### src/rtl/mem_access_stage_if.sv
// Data-memory request/response bus between the memory stage and the data memory.
//   master : memory stage  drives dmem_req/we/addr/wdata/be, receives dmem_ready/rdata
//   slave  : data memory   receives the request, drives dmem_ready/rdata
interface mem_access_stage_if #(
    parameter int unsigned XLEN = 32
);
    logic            dmem_req;
    logic            dmem_we;
    logic [XLEN-1:0] dmem_addr;
    logic [XLEN-1:0] dmem_wdata;
    logic [3:0]      dmem_be;
    logic            dmem_ready;
    logic [XLEN-1:0] dmem_rdata;

    modport master (
        output dmem_req, dmem_we, dmem_addr, dmem_wdata, dmem_be,
        input  dmem_ready, dmem_rdata
    );

    modport slave (
        input  dmem_req, dmem_we, dmem_addr, dmem_wdata, dmem_be,
        output dmem_ready, dmem_rdata
    );
endinterface

### src/rtl/mem_access_stage.sv
// Pipeline memory stage. Takes the EX result, performs byte/half/word loads and stores over
// a req/ready data-memory handshake (stalling upstream while in flight) and produces
// registered MEM/WB outputs.
//   clk, rst      : clock, synchronous active-high reset
//   ex_*          : instruction from EX, sampled only while idle
//   mem_stall     : upstream must hold ex_* stable
//   dmem          : data-memory bus (master side)
//   wb_*/misalign : registered writeback outputs, wb_valid pulses once per instruction
module mem_access_stage #(
    parameter int unsigned XLEN       = 32,
    parameter int unsigned REG_ADDR_W = 5
) (
    input  logic                  clk,
    input  logic                  rst,
    input  logic                  ex_valid,
    input  logic [XLEN-1:0]       ex_alu_res,
    input  logic [XLEN-1:0]       ex_store_data,
    input  logic                  ex_mem_read,
    input  logic                  ex_mem_write,
    input  logic [1:0]            ex_size,
    input  logic                  ex_unsigned,
    input  logic [REG_ADDR_W-1:0] ex_rd,
    input  logic                  ex_reg_write,
    output logic                  mem_stall,
    mem_access_stage_if.master    dmem,
    output logic                  wb_valid,
    output logic [XLEN-1:0]       wb_data,
    output logic [REG_ADDR_W-1:0] wb_rd,
    output logic                  wb_reg_write,
    output logic                  misalign
);
    localparam logic StIdle   = 1'b0;
    localparam logic StAccess = 1'b1;

    logic                  state_q, state_d;
    logic                  req_q, req_d, we_q, we_d;
    logic [XLEN-1:0]       addr_q, addr_d, wdata_q, wdata_d;
    logic [3:0]            be_q, be_d;
    logic                  wb_valid_q, wb_valid_d, wb_rw_q, wb_rw_d, misalign_q, misalign_d;
    logic [XLEN-1:0]       wb_data_q, wb_data_d;
    logic [REG_ADDR_W-1:0] wb_rd_q, wb_rd_d;
    // Attributes of the access in flight
    logic [REG_ADDR_W-1:0] rd_q, rd_d;
    logic                  rw_q, rw_d, uns_q, uns_d, is_load_q, is_load_d;
    logic [1:0]            size_q, size_d, off_q, off_d;

    logic            mem_op, bad_align;
    logic [7:0]      ld_byte;
    logic [15:0]     ld_half;
    logic [XLEN-1:0] ld_data;

    assign mem_op    = ex_mem_read | ex_mem_write;
    assign bad_align = (ex_size == 2'b01) ? ex_alu_res[0] :
                       (ex_size[1]        ? (ex_alu_res[1:0] != 2'b00) : 1'b0);

    // Lane extraction from the returned word, using the captured offset/size
    always_comb begin
        unique case (off_q)
            2'd0:    ld_byte = dmem.dmem_rdata[7:0];
            2'd1:    ld_byte = dmem.dmem_rdata[15:8];
            2'd2:    ld_byte = dmem.dmem_rdata[23:16];
            default: ld_byte = dmem.dmem_rdata[31:24];
        endcase
        ld_half = off_q[1] ? dmem.dmem_rdata[31:16] : dmem.dmem_rdata[15:0];
        unique case (size_q)
            2'b00:   ld_data = uns_q ? {24'b0, ld_byte} : {{24{ld_byte[7]}}, ld_byte};
            2'b01:   ld_data = uns_q ? {16'b0, ld_half} : {{16{ld_half[15]}}, ld_half};
            default: ld_data = dmem.dmem_rdata;
        endcase
    end

    always_comb begin
        state_d    = state_q;
        req_d      = req_q;
        we_d       = we_q;
        addr_d     = addr_q;
        wdata_d    = wdata_q;
        be_d       = be_q;
        wb_valid_d = 1'b0;
        wb_data_d  = wb_data_q;
        wb_rd_d    = wb_rd_q;
        wb_rw_d    = wb_rw_q;
        misalign_d = 1'b0;
        rd_d       = rd_q;
        rw_d       = rw_q;
        uns_d      = uns_q;
        is_load_d  = is_load_q;
        size_d     = size_q;
        off_d      = off_q;

        if (state_q == StIdle) begin
            if (ex_valid) begin
                if (!mem_op || bad_align) begin
                    wb_valid_d = 1'b1;
                    wb_data_d  = ex_alu_res;
                    wb_rd_d    = ex_rd;
                    wb_rw_d    = mem_op ? 1'b0 : ex_reg_write;
                    misalign_d = mem_op;
                end else begin
                    state_d   = StAccess;
                    req_d     = 1'b1;
                    // Read wins when both read and write are set
                    we_d      = ex_mem_write & ~ex_mem_read;
                    addr_d    = {ex_alu_res[XLEN-1:2], 2'b00};
                    unique case (ex_size)
                        2'b00: begin
                            be_d    = 4'b0001 << ex_alu_res[1:0];
                            wdata_d = {4{ex_store_data[7:0]}};
                        end
                        2'b01: begin
                            be_d    = ex_alu_res[1] ? 4'b1100 : 4'b0011;
                            wdata_d = {2{ex_store_data[15:0]}};
                        end
                        default: begin
                            be_d    = 4'b1111;
                            wdata_d = ex_store_data;
                        end
                    endcase
                    rd_d      = ex_rd;
                    rw_d      = ex_reg_write;
                    uns_d     = ex_unsigned;
                    is_load_d = ex_mem_read;
                    size_d    = ex_size;
                    off_d     = ex_alu_res[1:0];
                end
            end
        end else if (dmem.dmem_ready) begin
            state_d    = StIdle;
            req_d      = 1'b0;
            wb_valid_d = 1'b1;
            wb_rd_d    = rd_q;
            wb_data_d  = is_load_q ? ld_data : '0;
            wb_rw_d    = is_load_q & rw_q;
        end
    end

    always_ff @(posedge clk) begin
        if (rst) begin
            state_q    <= StIdle;
            req_q      <= 1'b0;
            we_q       <= 1'b0;
            addr_q     <= '0;
            wdata_q    <= '0;
            be_q       <= '0;
            wb_valid_q <= 1'b0;
            wb_data_q  <= '0;
            wb_rd_q    <= '0;
            wb_rw_q    <= 1'b0;
            misalign_q <= 1'b0;
            rd_q       <= '0;
            rw_q       <= 1'b0;
            uns_q      <= 1'b0;
            is_load_q  <= 1'b0;
            size_q     <= '0;
            off_q      <= '0;
        end else begin
            state_q    <= state_d;
            req_q      <= req_d;
            we_q       <= we_d;
            addr_q     <= addr_d;
            wdata_q    <= wdata_d;
            be_q       <= be_d;
            wb_valid_q <= wb_valid_d;
            wb_data_q  <= wb_data_d;
            wb_rd_q    <= wb_rd_d;
            wb_rw_q    <= wb_rw_d;
            misalign_q <= misalign_d;
            rd_q       <= rd_d;
            rw_q       <= rw_d;
            uns_q      <= uns_d;
            is_load_q  <= is_load_d;
            size_q     <= size_d;
            off_q      <= off_d;
        end
    end

    assign mem_stall       = (state_q == StAccess);
    assign dmem.dmem_req   = req_q;
    assign dmem.dmem_we    = we_q;
    assign dmem.dmem_addr  = addr_q;
    assign dmem.dmem_wdata = wdata_q;
    assign dmem.dmem_be    = be_q;
    assign wb_valid        = wb_valid_q;
    assign wb_data         = wb_data_q;
    assign wb_rd           = wb_rd_q;
    assign wb_reg_write    = wb_rw_q;
    assign misalign        = misalign_q;
endmodule

### src/flat_wrapper.sv
// flat-port wrapper written by rule: the top's interface ports become plain ports
module mem_access_stage_flat 
#(
    parameter int unsigned XLEN       = 32,
    parameter int unsigned REG_ADDR_W = 5
)
  (clk, rst, ex_valid, ex_alu_res, ex_store_data, ex_mem_read, ex_mem_write, ex_size, ex_unsigned, ex_rd, ex_reg_write, mem_stall, wb_valid, wb_data, wb_rd, wb_reg_write, misalign, dmem_dmem_req, dmem_dmem_we, dmem_dmem_addr, dmem_dmem_wdata, dmem_dmem_be, dmem_dmem_ready, dmem_dmem_rdata);
  mem_access_stage_if #(.XLEN(XLEN)) dmem_i ();
  input  logic clk;
  input  logic rst;
  input  logic ex_valid;
  input  logic [XLEN-1:0] ex_alu_res;
  input  logic [XLEN-1:0] ex_store_data;
  input  logic ex_mem_read;
  input  logic ex_mem_write;
  input  logic [1:0] ex_size;
  input  logic ex_unsigned;
  input  logic [REG_ADDR_W-1:0] ex_rd;
  input  logic ex_reg_write;
  output logic mem_stall;
  output logic wb_valid;
  output logic [XLEN-1:0] wb_data;
  output logic [REG_ADDR_W-1:0] wb_rd;
  output logic wb_reg_write;
  output logic misalign;
  output wire logic [$bits(dmem_i.dmem_req)-1:0] dmem_dmem_req;
  output wire logic [$bits(dmem_i.dmem_we)-1:0] dmem_dmem_we;
  output wire logic [$bits(dmem_i.dmem_addr)-1:0] dmem_dmem_addr;
  output wire logic [$bits(dmem_i.dmem_wdata)-1:0] dmem_dmem_wdata;
  output wire logic [$bits(dmem_i.dmem_be)-1:0] dmem_dmem_be;
  input wire logic [$bits(dmem_i.dmem_ready)-1:0] dmem_dmem_ready;
  input wire logic [$bits(dmem_i.dmem_rdata)-1:0] dmem_dmem_rdata;
  assign dmem_dmem_req = dmem_i.dmem_req;
  assign dmem_dmem_we = dmem_i.dmem_we;
  assign dmem_dmem_addr = dmem_i.dmem_addr;
  assign dmem_dmem_wdata = dmem_i.dmem_wdata;
  assign dmem_dmem_be = dmem_i.dmem_be;
  assign dmem_i.dmem_ready = dmem_dmem_ready;
  assign dmem_i.dmem_rdata = dmem_dmem_rdata;
  mem_access_stage #(.XLEN(XLEN), .REG_ADDR_W(REG_ADDR_W)) u_core (.clk(clk), .rst(rst), .ex_valid(ex_valid), .ex_alu_res(ex_alu_res), .ex_store_data(ex_store_data), .ex_mem_read(ex_mem_read), .ex_mem_write(ex_mem_write), .ex_size(ex_size), .ex_unsigned(ex_unsigned), .ex_rd(ex_rd), .ex_reg_write(ex_reg_write), .mem_stall(mem_stall), .dmem(dmem_i), .wb_valid(wb_valid), .wb_data(wb_data), .wb_rd(wb_rd), .wb_reg_write(wb_reg_write), .misalign(misalign));
endmodule
### config.mk
export PLATFORM = sky130hd
export DESIGN_NAME = mem_access_stage_flat
export DESIGN_NICKNAME = d
export VERILOG_FILES = /design/src/rtl/mem_access_stage_if.sv /design/src/rtl/mem_access_stage.sv /design/src/flat_wrapper.sv
export SDC_FILE = /design/constraint.sdc
export NUM_CORES = 1
export LEC_CHECK = 0
export ABC_AREA = 0
export CELL_PAD_IN_SITES_DETAIL_PLACEMENT = 2
export CELL_PAD_IN_SITES_GLOBAL_PLACEMENT = 2
export CORE_MARGIN = 1
export CORE_UTILIZATION = 25
export DETAILED_ROUTE_END_ITERATION = 12
export PLACE_DENSITY_LB_ADDON = 0.1
export SYNTH_ARGS = -nofsm -noshare
export SYNTH_HDL_FRONTEND = slang
export SYNTH_SLANG_ARGS = --single-unit
### constraint.sdc
create_clock -name clk -period 2.2 [get_ports clk]
set_input_delay 0.66 -clock clk [delete_from_list [all_inputs] [get_ports clk]]
set_output_delay 0.66 -clock clk [all_outputs]
set_load 0.02 [all_outputs]
==> flow_summary.json <==
{
  "gr-usage-met3_pct": 6.98,
  "hold_path_class": "flip-flop to flip-flop",
  "timing.fmax_ghz": 0.470,
  "clock_path_buffers": 2,
  "tns_ps": 0,
  "cts_hold_buf": 0,
  "syn_area_um2": 5830,
  "cts.sinks": 121,
  "fin_nets": 1053,
  "grt_max_degree": 101,
  "ir_worst_vdd_v": 0.000471,
  "numPortBuffers": 219,
  "clock_latency_ps": 430,
  "htreeDepth": 4,
  "coreArea_um2": 22800,
  "cts_buffers": 17,
  "cts_setup_buffers": 0,
  "drv_slew": 0,
  "min_period_ps": 2130,
  "final-seq-area_um2": 2420,
  "rsz0062_at_grt": "no",
  "synth_top_cells_by_area": "dfxtp_1, nand2_1, a21oi_1",
  "ys_seq_elements": 121,
  "grt_overflow": 0,
  "grt_pass1_wl_um": 41100,
  "leakage_nw": 3.31,
  "cp-start-kind": "primary input",
  "grt.met2_usage_pct": 40.6,
  "power_density_nw_per_um2": 733,
  "die_h_um": 155,
  "cts_root_buf": "clkbuf_16",
  "vias_per_cell": 5.07,
  "avgSynthCellArea_um2": 8.21,
  "yosysTopAreaCellShare_pct": 41.5,
  "cp_max_fo": 17,
  "drive_above_1_share_pct": 10.7,
  "relSlewSlack_pct": 61.6,
  "crit_type": "primary input to flip-flop",
  "die_x_um": 155,
  "synthCells": 711,
  "maxCapViolCount": 0,
  "top_usage_layer": "met2",
  "setup_viol": 0,
  "synth_cell_types": 47,
  "syn_to_final_growth_pct": 60.1,
  "globalRouteTotalUtil_pct": 22.7,
  "synth-warning-count": 0,
  "wirelength_um": 26800,
  "post-route-period-util_pct": 96.7,
  "postRouteAntennaNets": 0,
  "multiInputGateArea_um2": 3100,
  "status": "finished, final reports clean",
  "synth_area_leader_cell": "dfxtp_1",
  "grt_pass1_vias": 7163,
  "worst_slack_ps": 72.4,
  "detail_route.drc_violations": 0,
  "clkSlewWorstSetupHoldPaths_ps": 60,
  "dpl.hpwl_um": 20200,
  "crit_path_end_kind": "flip-flop",
  "synth_edf_count": 0,
  "initial_core_util_pct": 25.6,
  "grt_use_met1_pct": 25.4,
  "synth_ff_type": "dfxtp_1",
  "ios": 222,
  "antenna_found_initial": 1,
  "pre_cts_ws_ps": -396,
  "worstPathRequired_ps": 2530,
  "layout_commonest_cell": "clkdlybuf4s50_1",
  "critical_path_arrival_ps": 2450,
  "cts_tree": "done",
  "vias": 6428,
  "die_area_um2": 24000,
  "tightest_slew_ps": 576,
  "postCtsResizedCells": 0,
  "place.gp.congestion": 0.851,
  "hold_ws_ps": 455,
  "drtIter0Drc": 171,
  "fin_skew_ps": 7.29,
  "firstDrtPassIters": 4,
  "wire_per_inst_um": 21.1,
  "synthArstFlopShare_pct": 0,
  "ys_seq_area_share_pct": 41.5,
  "mostFrequentLayoutCells": "clkdlybuf4s50_1, nand2_1, dfxtp_1, a21oi_1, buf_4",
  "hold_viol": 0,
  "fillers": 2484,
  "core.rowCount": 55
}
[power breakdown]
part / switching (W) / internal (W)
Sequential: 0.000102 / 0.00235
Combinational: 0.000791 / 0.000735
Clock: 0.00118 / 0.00169
Total: 0.00207 / 0.00477
[critical path: stages]
cell	delay [ps]
clkdlybuf4s50_1	550
o21a_1	300
nor3_4	270
buf_12	180
buf_12	140
nor2_1	60
a311oi_1	270
[metal layers]
layer	routed length (um)	vias to the layer above	share of wire, %
li1	-	3042	-
met1	10700	3159	40
met2	13700	191	51
met3	1820	36	6.8
met4	607	0	2.3
met5	0	-	0
[sequential cells by signal, summed over array words and instances, names as in the netlist]
register,count
u_core.dmem.dmem_addr,30
u_core.dmem.dmem_be,4
u_core.dmem.dmem_req,1
u_core.dmem.dmem_wdata,32
u_core.dmem.dmem_we,1
u_core.is_load_q,1
u_core.mem_stall,1
u_core.misalign,1
u_core.off_q,2
u_core.rd_q,5
u_core.rw_q,1
u_core.size_q,2
u_core.uns_q,1
u_core.wb_data,32
u_core.wb_rd,5
u_core.wb_reg_write,1
u_core.wb_valid,1
[cell families (layout without fill, tap and decap cells)]
logic type | Yosys count | after routing | synth area share (%)
buf+inv | 71 | 314 | 5.58
simple gates | 234 | 234 | 18.1
mux | 34 | 34 | 5.85
flops | 121 | 121 | 41.5
compound gates | 250 | 250 | 28.9
other cells | 1 | 3 | 0.0643
[metrics by stage]
stage / instances / utilization [%] / cell area [um^2] / total power (W)
finish: 1269 / 41.0 / 9340 / 0.00685
global route: 1269 / 41.0 / 9340 / 0.00712
CTS: 1268 / 41.0 / 9340 / 0.00693
detailed placement: 1236 / 38.4 / 8740 / 0.00402
global placement: 1236 / 38.4 / 8740 / 0.00397
floorplan: 712 / - / 5840 / 0.00315
[final timing paths]
check                                 from  cells past startpoint  slack [ps]                       end
setup / recovery             ex_alu_res[0]                      7          70    u_core.dmem.dmem_be[1]
hold / removal    u_core.dmem.dmem_addr[7]                      2         460  u_core.dmem.dmem_addr[7]
setup reg to reg           u_core.off_q[1]                      5         200        u_core.wb_data[29]
hold reg to reg   u_core.dmem.dmem_addr[7]                      2         460  u_core.dmem.dmem_addr[7]
[cell usage after synthesis (2+ instances only)]
master     instances
inv_1              3
o211ai_1          28
a211oi_1          28
nand3b_1           2
o2bb2ai_1          2
o21ai_0           34
o31ai_1           21
and2_1             6
o32ai_1            2
a211o_1            8
o22ai_1            2
a21oi_1           79
nor3_1            18
nand2_1          131
o22a_1             5
a2bb2oi_1         11
nor2b_1            2
nand2b_1          30
o21ai_1            2
dfxtp_1          121
o21ai_2            2
buf_4              7
mux2i_1           33
clkbuf_1          37
buf_2             20
and3_1             7
a311oi_1          20
nor2_1            31
[cell type report]
class                   instances  share of cell area [%]
well taps                     313                    4.19
inverters                       5                   0.201
clock inverters                15                    1.79
clock buffers                  17                    4.55
repair buffers                277                    30.1
diodes                          1                  0.0268
multi-input cells             520                    33.2
flip-flops and latches        121                    25.9
Power figures use the tool's default switching activity.
